**src/rtl/rpn_stack_exec_if.sv**
```systemverilog
// Command channel between the key/switch front end and the RPN stack executor.
// The front end is the master; the executor is the slave.
interface rpn_stack_exec_if #(
    parameter int unsigned DATA_W = 8
);
    logic              cmd_valid;
    logic              cmd_ready;
    logic [2:0]        cmd_op;
    logic [DATA_W-1:0] cmd_data;
    logic              done;
    logic [1:0]        err;

    modport master (
        output cmd_valid, cmd_op, cmd_data,
        input  cmd_ready, done, err
    );

    modport slave (
        input  cmd_valid, cmd_op, cmd_data,
        output cmd_ready, done, err
    );
endinterface

```
**src/rtl/rpn_stack_exec.sv**
```systemverilog
// RPN stack execution controller: one command at a time, owns the stack pointer and a TOS cache.
// Define RPN_MUL_EN to enable opcode 100 as MUL; otherwise that opcode reports illegal.
module rpn_stack_exec #(
    parameter int unsigned DATA_W = 8,
    parameter int unsigned ADDR_W = 8
) (
    input  logic              CLOCK_50,
    input  logic              reset,
    rpn_stack_exec_if.slave   cmd,
    output logic [ADDR_W-1:0] ram_addr,
    output logic [DATA_W-1:0] ram_wdata,
    output logic              ram_we,
    input  logic [DATA_W-1:0] ram_rdata,
    output logic [DATA_W-1:0] tos,
    output logic [ADDR_W:0]   depth,
    output logic              carry
);

`ifdef RPN_MUL_EN
    localparam bit MulEn = 1'b1;
`else
    localparam bit MulEn = 1'b0;
`endif

    localparam logic [ADDR_W:0] DepthFull = {1'b1, {ADDR_W{1'b0}}};
    localparam logic [ADDR_W:0] DepthOne  = (ADDR_W+1)'(1);
    localparam logic [ADDR_W:0] DepthTwo  = (ADDR_W+1)'(2);

    typedef enum logic [2:0] {
        StIdle, StRd, StExec, StWr, StDone
    } state_e;

    typedef enum logic [2:0] {
        OpPush, OpPop, OpAdd, OpSub, OpMul, OpAnd, OpOr, OpDup
    } op_e;

    typedef enum logic [1:0] {
        ErrOk, ErrUnder, ErrOver, ErrIllegal
    } err_e;

    state_e            state_q, state_d;
    op_e               op_q, op_d, op_in;
    err_e              err_q, err_d;
    logic [ADDR_W:0]   depth_q, depth_d;
    logic [DATA_W-1:0] tos_q, tos_d;
    logic              carry_q, carry_d;
    logic [ADDR_W-1:0] addr_q, addr_d, nos_addr;
    logic [DATA_W-1:0] wdata_q, wdata_d;
    logic              we_q, we_d;

    logic [DATA_W-1:0] alu_res;
    logic              alu_carry;
    logic [DATA_W:0]   sum;
`ifdef RPN_MUL_EN
    logic [2*DATA_W-1:0] prod;
`endif

    assign op_in    = op_e'(cmd.cmd_op);
    // Full stack has zero low bits, so the wrapped subtraction still lands on DEPTH-2.
    assign nos_addr = depth_q[ADDR_W-1:0] - ADDR_W'(2);

    // NOS is arriving from RAM in EXEC; RPN order is NOS op TOS.
    always_comb begin
        alu_res   = '0;
        alu_carry = 1'b0;
        sum       = '0;
`ifdef RPN_MUL_EN
        prod      = '0;
`endif
        unique case (op_q)
            OpAdd: begin
                sum       = {1'b0, ram_rdata} + {1'b0, tos_q};
                alu_res   = sum[DATA_W-1:0];
                alu_carry = sum[DATA_W];
            end
            OpSub: begin
                alu_res   = ram_rdata - tos_q;
                alu_carry = ram_rdata < tos_q;
            end
`ifdef RPN_MUL_EN
            OpMul: begin
                prod      = (2*DATA_W)'(ram_rdata) * (2*DATA_W)'(tos_q);
                alu_res   = prod[DATA_W-1:0];
                alu_carry = |prod[2*DATA_W-1:DATA_W];
            end
`endif
            OpAnd:   alu_res = ram_rdata & tos_q;
            OpOr:    alu_res = ram_rdata | tos_q;
            default: alu_res = '0;
        endcase
    end

    always_comb begin
        state_d = state_q;
        op_d    = op_q;
        err_d   = err_q;
        depth_d = depth_q;
        tos_d   = tos_q;
        carry_d = carry_q;
        addr_d  = addr_q;
        wdata_d = wdata_q;
        we_d    = 1'b0;

        unique case (state_q)
            StIdle: begin
                if (cmd.cmd_valid) begin
                    op_d  = op_in;
                    err_d = ErrOk;
                    if (!MulEn && op_in == OpMul) begin
                        err_d   = ErrIllegal;
                        state_d = StDone;
                    end else begin
                        unique case (op_in)
                            OpPush, OpDup: begin
                                if (depth_q == DepthFull) begin
                                    err_d   = ErrOver;
                                    state_d = StDone;
                                end else begin
                                    addr_d  = depth_q[ADDR_W-1:0];
                                    wdata_d = (op_in == OpPush) ? cmd.cmd_data : tos_q;
                                    we_d    = 1'b1;
                                    state_d = StWr;
                                end
                            end
                            OpPop: begin
                                if (depth_q == '0) begin
                                    err_d   = ErrUnder;
                                    state_d = StDone;
                                end else if (depth_q == DepthOne) begin
                                    depth_d = '0;
                                    tos_d   = '0;
                                    state_d = StDone;
                                end else begin
                                    addr_d  = nos_addr;
                                    state_d = StRd;
                                end
                            end
                            default: begin
                                if (depth_q < DepthTwo) begin
                                    err_d   = ErrUnder;
                                    state_d = StDone;
                                end else begin
                                    addr_d  = nos_addr;
                                    state_d = StRd;
                                end
                            end
                        endcase
                    end
                end
            end
            StRd: state_d = StExec;
            StExec: begin
                if (op_q == OpPop) begin
                    tos_d   = ram_rdata;
                    depth_d = depth_q - DepthOne;
                    state_d = StDone;
                end else begin
                    wdata_d = alu_res;
                    carry_d = alu_carry;
                    we_d    = 1'b1;
                    state_d = StWr;
                end
            end
            StWr: begin
                tos_d   = wdata_q;
                depth_d = (op_q == OpPush || op_q == OpDup) ? depth_q + DepthOne
                                                            : depth_q - DepthOne;
                state_d = StDone;
            end
            StDone:  state_d = StIdle;
            default: state_d = StIdle;
        endcase
    end

    always_ff @(posedge CLOCK_50 or posedge reset) begin
        if (reset) begin
            state_q <= StIdle;
            op_q    <= OpPush;
            err_q   <= ErrOk;
            depth_q <= '0;
            tos_q   <= '0;
            carry_q <= 1'b0;
            addr_q  <= '0;
            wdata_q <= '0;
            we_q    <= 1'b0;
        end else begin
            state_q <= state_d;
            op_q    <= op_d;
            err_q   <= err_d;
            depth_q <= depth_d;
            tos_q   <= tos_d;
            carry_q <= carry_d;
            addr_q  <= addr_d;
            wdata_q <= wdata_d;
            we_q    <= we_d;
        end
    end

    assign cmd.cmd_ready = (state_q == StIdle) && !reset;
    assign cmd.done      = (state_q == StDone);
    assign cmd.err       = (state_q == StDone) ? err_q : ErrOk;
    assign ram_addr      = addr_q;
    assign ram_wdata     = wdata_q;
    assign ram_we        = we_q;
    assign tos           = tos_q;
    assign depth         = depth_q;
    assign carry         = carry_q;

endmodule

```
**src/flat_wrapper.sv**
```systemverilog
// flat-port wrapper written by rule: the top's interface ports become plain ports
module rpn_stack_exec_flat 
#(
    parameter int unsigned DATA_W = 8,
    parameter int unsigned ADDR_W = 8
)
  (CLOCK_50, reset, ram_addr, ram_wdata, ram_we, ram_rdata, tos, depth, carry, cmd_cmd_valid, cmd_cmd_op, cmd_cmd_data, cmd_cmd_ready, cmd_done, cmd_err);
  rpn_stack_exec_if #(.DATA_W(DATA_W)) cmd_i ();
  input  logic CLOCK_50;
  input  logic reset;
  output logic [ADDR_W-1:0] ram_addr;
  output logic [DATA_W-1:0] ram_wdata;
  output logic ram_we;
  input  logic [DATA_W-1:0] ram_rdata;
  output logic [DATA_W-1:0] tos;
  output logic [ADDR_W:0] depth;
  output logic carry;
  input wire logic [$bits(cmd_i.cmd_valid)-1:0] cmd_cmd_valid;
  input wire logic [$bits(cmd_i.cmd_op)-1:0] cmd_cmd_op;
  input wire logic [$bits(cmd_i.cmd_data)-1:0] cmd_cmd_data;
  output wire logic [$bits(cmd_i.cmd_ready)-1:0] cmd_cmd_ready;
  output wire logic [$bits(cmd_i.done)-1:0] cmd_done;
  output wire logic [$bits(cmd_i.err)-1:0] cmd_err;
  assign cmd_i.cmd_valid = cmd_cmd_valid;
  assign cmd_i.cmd_op = cmd_cmd_op;
  assign cmd_i.cmd_data = cmd_cmd_data;
  assign cmd_cmd_ready = cmd_i.cmd_ready;
  assign cmd_done = cmd_i.done;
  assign cmd_err = cmd_i.err;
  rpn_stack_exec #(.DATA_W(DATA_W), .ADDR_W(ADDR_W)) u_core (.CLOCK_50(CLOCK_50), .reset(reset), .cmd(cmd_i), .ram_addr(ram_addr), .ram_wdata(ram_wdata), .ram_we(ram_we), .ram_rdata(ram_rdata), .tos(tos), .depth(depth), .carry(carry));
endmodule
```
**config.mk**
```make
export PLATFORM = sky130hd
export DESIGN_NAME = rpn_stack_exec_flat
export DESIGN_NICKNAME = d
export VERILOG_FILES = /design/src/rtl/rpn_stack_exec_if.sv /design/src/rtl/rpn_stack_exec.sv /design/src/flat_wrapper.sv
export SDC_FILE = /design/constraint.sdc
export NUM_CORES = 1
export LEC_CHECK = 0
export CORE_ASPECT_RATIO = 0.9
export CORE_MARGIN = 2
export CORE_UTILIZATION = 55
export DETAILED_ROUTE_END_ITERATION = 12
export PLACE_DENSITY = 0.83
export SYNTH_ARGS = -nofsm -noshare
export SYNTH_HDL_FRONTEND = slang
export SYNTH_SLANG_ARGS = --single-unit
```
**constraint.sdc**
```tcl
create_clock -name CLOCK_50 -period 5.4 [get_ports CLOCK_50]
set_input_delay 1.08 -clock CLOCK_50 [delete_from_list [all_inputs] [get_ports CLOCK_50]]
set_output_delay 1.08 -clock CLOCK_50 [all_outputs]
set_load 0.005 [all_outputs]
```
==> reports/metrics.yaml <==
run_status:
  outcome: "completed"
final_layout:
  final_cell_mix: "clkdlybuf4s50_1 (60), dfrtp_1 (43), nand2_1 (35)"
  layout.area.seq_um2: 1076
  drive_gt1_frac: 0.08824
  final_common_cell: "clkdlybuf4s50_1"
  stdcell_count: 566
  fillers: 526
  multi_input_area_um2: 2389
  nets: 532
  diodes: 0
  areaGrowthSynthToFinish_pct: 20.30
critical_path:
  cp-end-kind: "flip-flop"
  cp.required_ns: 5.57
  startpoint: "ram_rdata[0]"
  cpPeakStageDelay_ns: 0.45
  cp_max_fo: 3
  critPathTopFamily: "compound AO/OA/AOI/OAI gates"
  worstSetupPathType: "input pin to flip-flop"
  cp-start-kind: "input pin"
  critPathArrivalTime_ns: 3.54
  critPathMostFrequentCell: "inv_1"
  cp_num_buf_inv: 3
  reg2reg_from: "u_core.state_q[2]$_DFFE_PP0N_"
  cp_slowest_cell: "clkdlybuf4s50_1"
  crit_chain: "clkdlybuf4s50_1 -> inv_1 -> ha_1 -> inv_1 -> fa_1 -> nor3b_1 -> nor3_1 -> o31ai_1 -> a221o_1 -> o211ai_1 -> a31oi_1"
power_and_ir_drop:
  seqPwrFrac: 0.279
  p_total_mw: 2.589
  netSwitchingPower_mw: 1.200
  leakage_nw: 1.887
  powerDensity_nw_per_um2: 582.0
  clockPowerShare: 0.118
  power_frac_comb: 0.603
  internal_power_mw: 1.390
  ir_worst_vdd_uv: 276.7
  p_sw_frac: 0.4633
cts:
  clk_latency_ns: 0.31
  cts.sinks: 43
  cts_hold_buf: 0
  cts.clk_slew.worst_paths_ns: 0.09
  cts-resized-gates: 0
  cts_max_path_buffers: 2
  cts_tree: "built"
  h-tree-depth: 2
  cts_setup_buffers: 0
  clockRootBuffer: "clkbuf_8"
  numCtsBuffers: 5
global_routing:
  grt_use_total: 0.2853
  grt_overflow: 0
  grt_first_pass_wirelength_um: 16840
  antenna_found_initial: 0
  grt_pass1_vias: 3282
  grt_start_max_net_pins: 44
floorplanning:
  die-area_um2: 7398
  dieHeight_um: 81.80
  initial_core_util: 0.5646
  dieWidth_um: 90.44
  core_area_um2: 6551
  io_pins: 61
  placementRows: 28
place:
  place_congestion: 0.9175
  place_inst: 558
  numPortBuffers: 60
  dpl.hpwl_um: 7392
logic_synthesis:
  yosysWarnings: 0
  avgSynthCellArea_um2: 8.702
  synth_flop_cell: "dfrtp_1"
  ys_seq_area_frac: 0.2909
  syn_inst: 425
  synth_seq_cells: 43
  async_flop_share: 1.000
  syn_nets: 482
  yosysUniqueCellTypes: 62
  synth_edf_count: 0
  synthesis.area_um2: 3699
routing:
  wl_um: 10220
  drt-met1-wl_um: 4912
  dr.first_iter.drc_count: 227
  maxUsedRoutingLayer: "met4"
  dr_wl_met3_um: 607
  dr.pass1.iters: 5
  vias: 3437
  postRouteAntennaNets: 0
  route.detailed.wl_per_inst_um: 18.05
  via_per_inst: 6.072
  wl_met2_um: 4609
  drc_errors: 0
sta:
  setup_viol: 0
  setup_tns_ns: 0
  hold_viol_final: 0
  worstMarginPinSlew_ns: 1.050
  slew_violations: 0
  max_slew_margin: 0.2998
  hold_ws_ns: 0.4878
  rsz0062_at_grt: "false"
  period_minus_slack_ns: 3.367
  fmax_mhz: 297.0
  fin_crit_sh: 0.6235
  skew_ns: 0.005685
hold_path:
  worstHoldStart: "u_core.err_q[1]$_DFFE_PP0P_"
  hold_path.class: "flip-flop to flip-flop"
run:
  cap_viol_max_count: 0
-- Yosys cell counts, types with 2 or more instances --
cell type  count  area share
a211o_1        2      0.0047
a211oi_1       4      0.0081
a21boi_0       2      0.0041
a21o_1         4      0.0081
a21oi_1       26       0.035
a221o_1        3      0.0081
a221oi_1       3      0.0071
a22oi_1        2      0.0041
a31oi_1        8       0.014
and2_1         4      0.0068
and3_1         8       0.014
and4_1         2      0.0047
buf_2          4      0.0054
buf_6          4       0.012
clkbuf_1      10       0.010
dfrtp_1       43        0.29
fa_1           2       0.011
ha_1          33        0.11
inv_1         33       0.033
mux2_2        12       0.037
mux2i_1       13       0.035
nand2_1       35       0.036
nand2b_1       5      0.0085
nand3_1       10       0.014
nor2_1        34       0.035
nor2_2         3      0.0051
nor2b_1        8       0.014
nor3_1         7      0.0095
nor3b_1        2      0.0041
nor4_1         3      0.0051
o2111ai_1      2      0.0047
o211ai_1       4      0.0081
o21a_1         2      0.0041
o21ai_0       25       0.034
o21ai_1        2      0.0027
o21bai_1       2      0.0041
o221ai_1       2      0.0047
o22ai_1        5      0.0085
o31ai_1        7       0.014
o31ai_2        9       0.030
or2_2          2      0.0034
or3_1          5      0.0085
xnor2_1       10       0.024
-- power groups by stage --
| stage | Combinational, mW | Sequential (mW) | Clock [mW] |
|---|---|---|---|
| after floorplan | 1.14 | 0.600 | 0 |
| after global placement | 1.52 | 0.712 | 0 |
| after detailed placement | 1.54 | 0.723 | 0 |
| after CTS | 1.55 | 0.717 | 0.310 |
| after global routing | 1.73 | 0.750 | 0.324 |
| final | 1.56 | 0.723 | 0.306 |
-- final timing paths --
check	depth (start not counted)	endpoint	slack (ns)
max	11	u_core.ram_wdata[6]$_DFFE_PP0P_	2.03
min	1	u_core.err_q[1]$_DFFE_PP0P_	0.49
max reg2reg	6	u_core.depth[7]$_DFFE_PP0P_	2.39
min reg2reg	1	u_core.err_q[1]$_DFFE_PP0P_	0.49
max in group asynchronous	3	u_core.depth[6]$_DFFE_PP0P_	3.74
min in group asynchronous	3	u_core.state_q[0]$_DFFE_PP0N_	1.26
-- cell type report --
cell class | count | share of cell area
Multi-Input combinational cell | 330 | 0.5368
Sequential cell | 43 | 0.2418
Timing Repair Buffer | 62 | 0.1384
Inverter | 33 | 0.02784
Tap cell | 90 | 0.02531
Clock buffer | 6 | 0.01631
Clock inverter | 2 | 0.01350
-- flip-flops by register name (all words and copies together) (netlist names) --
signal	flops
u_core.op_q	3
u_core.state_q	3
u_core.depth	9
u_core.ram_addr	8
u_core.tos	8
u_core.carry	1
u_core.ram_wdata	8
u_core.ram_we	1
u_core.err_q	2
-- metrics by stage --
stage,worst slack [ns],utilization,instance area (um^2)
3_5_place_dp,1.748,0.6589,4317
5_1_grt,1.902,0.6791,4449
2_1_floorplan,2.478,-,3699
6_report,2.033,0.6791,4449
4_1_cts,2.060,0.6791,4449
3_3_place_gp,1.822,0.6589,4317
-- metal layers --
| metal | track usage | vias up |
|---|---|---|
| met5 | 0 | - |
| met4 | 0.07077 | 0 |
| met3 | 0.03761 | 9 |
| met2 | 0.4571 | 160 |
| met1 | 0.4125 | 1647 |
| li1 | - | 1621 |
-- logic make-up after synthesis --
kind of cell | share of synthesized area
AND/OR/NAND/NOR | 0.1928
AO/OA/AOI/OAI | 0.2328
buffers and inverters | 0.06326
flip-flops | 0.2909
adder cells (fa/ha/maj) | 0.1225
multiplexers | 0.07172
XOR/XNOR | 0.02605
Power figures use the tool's default switching activity.
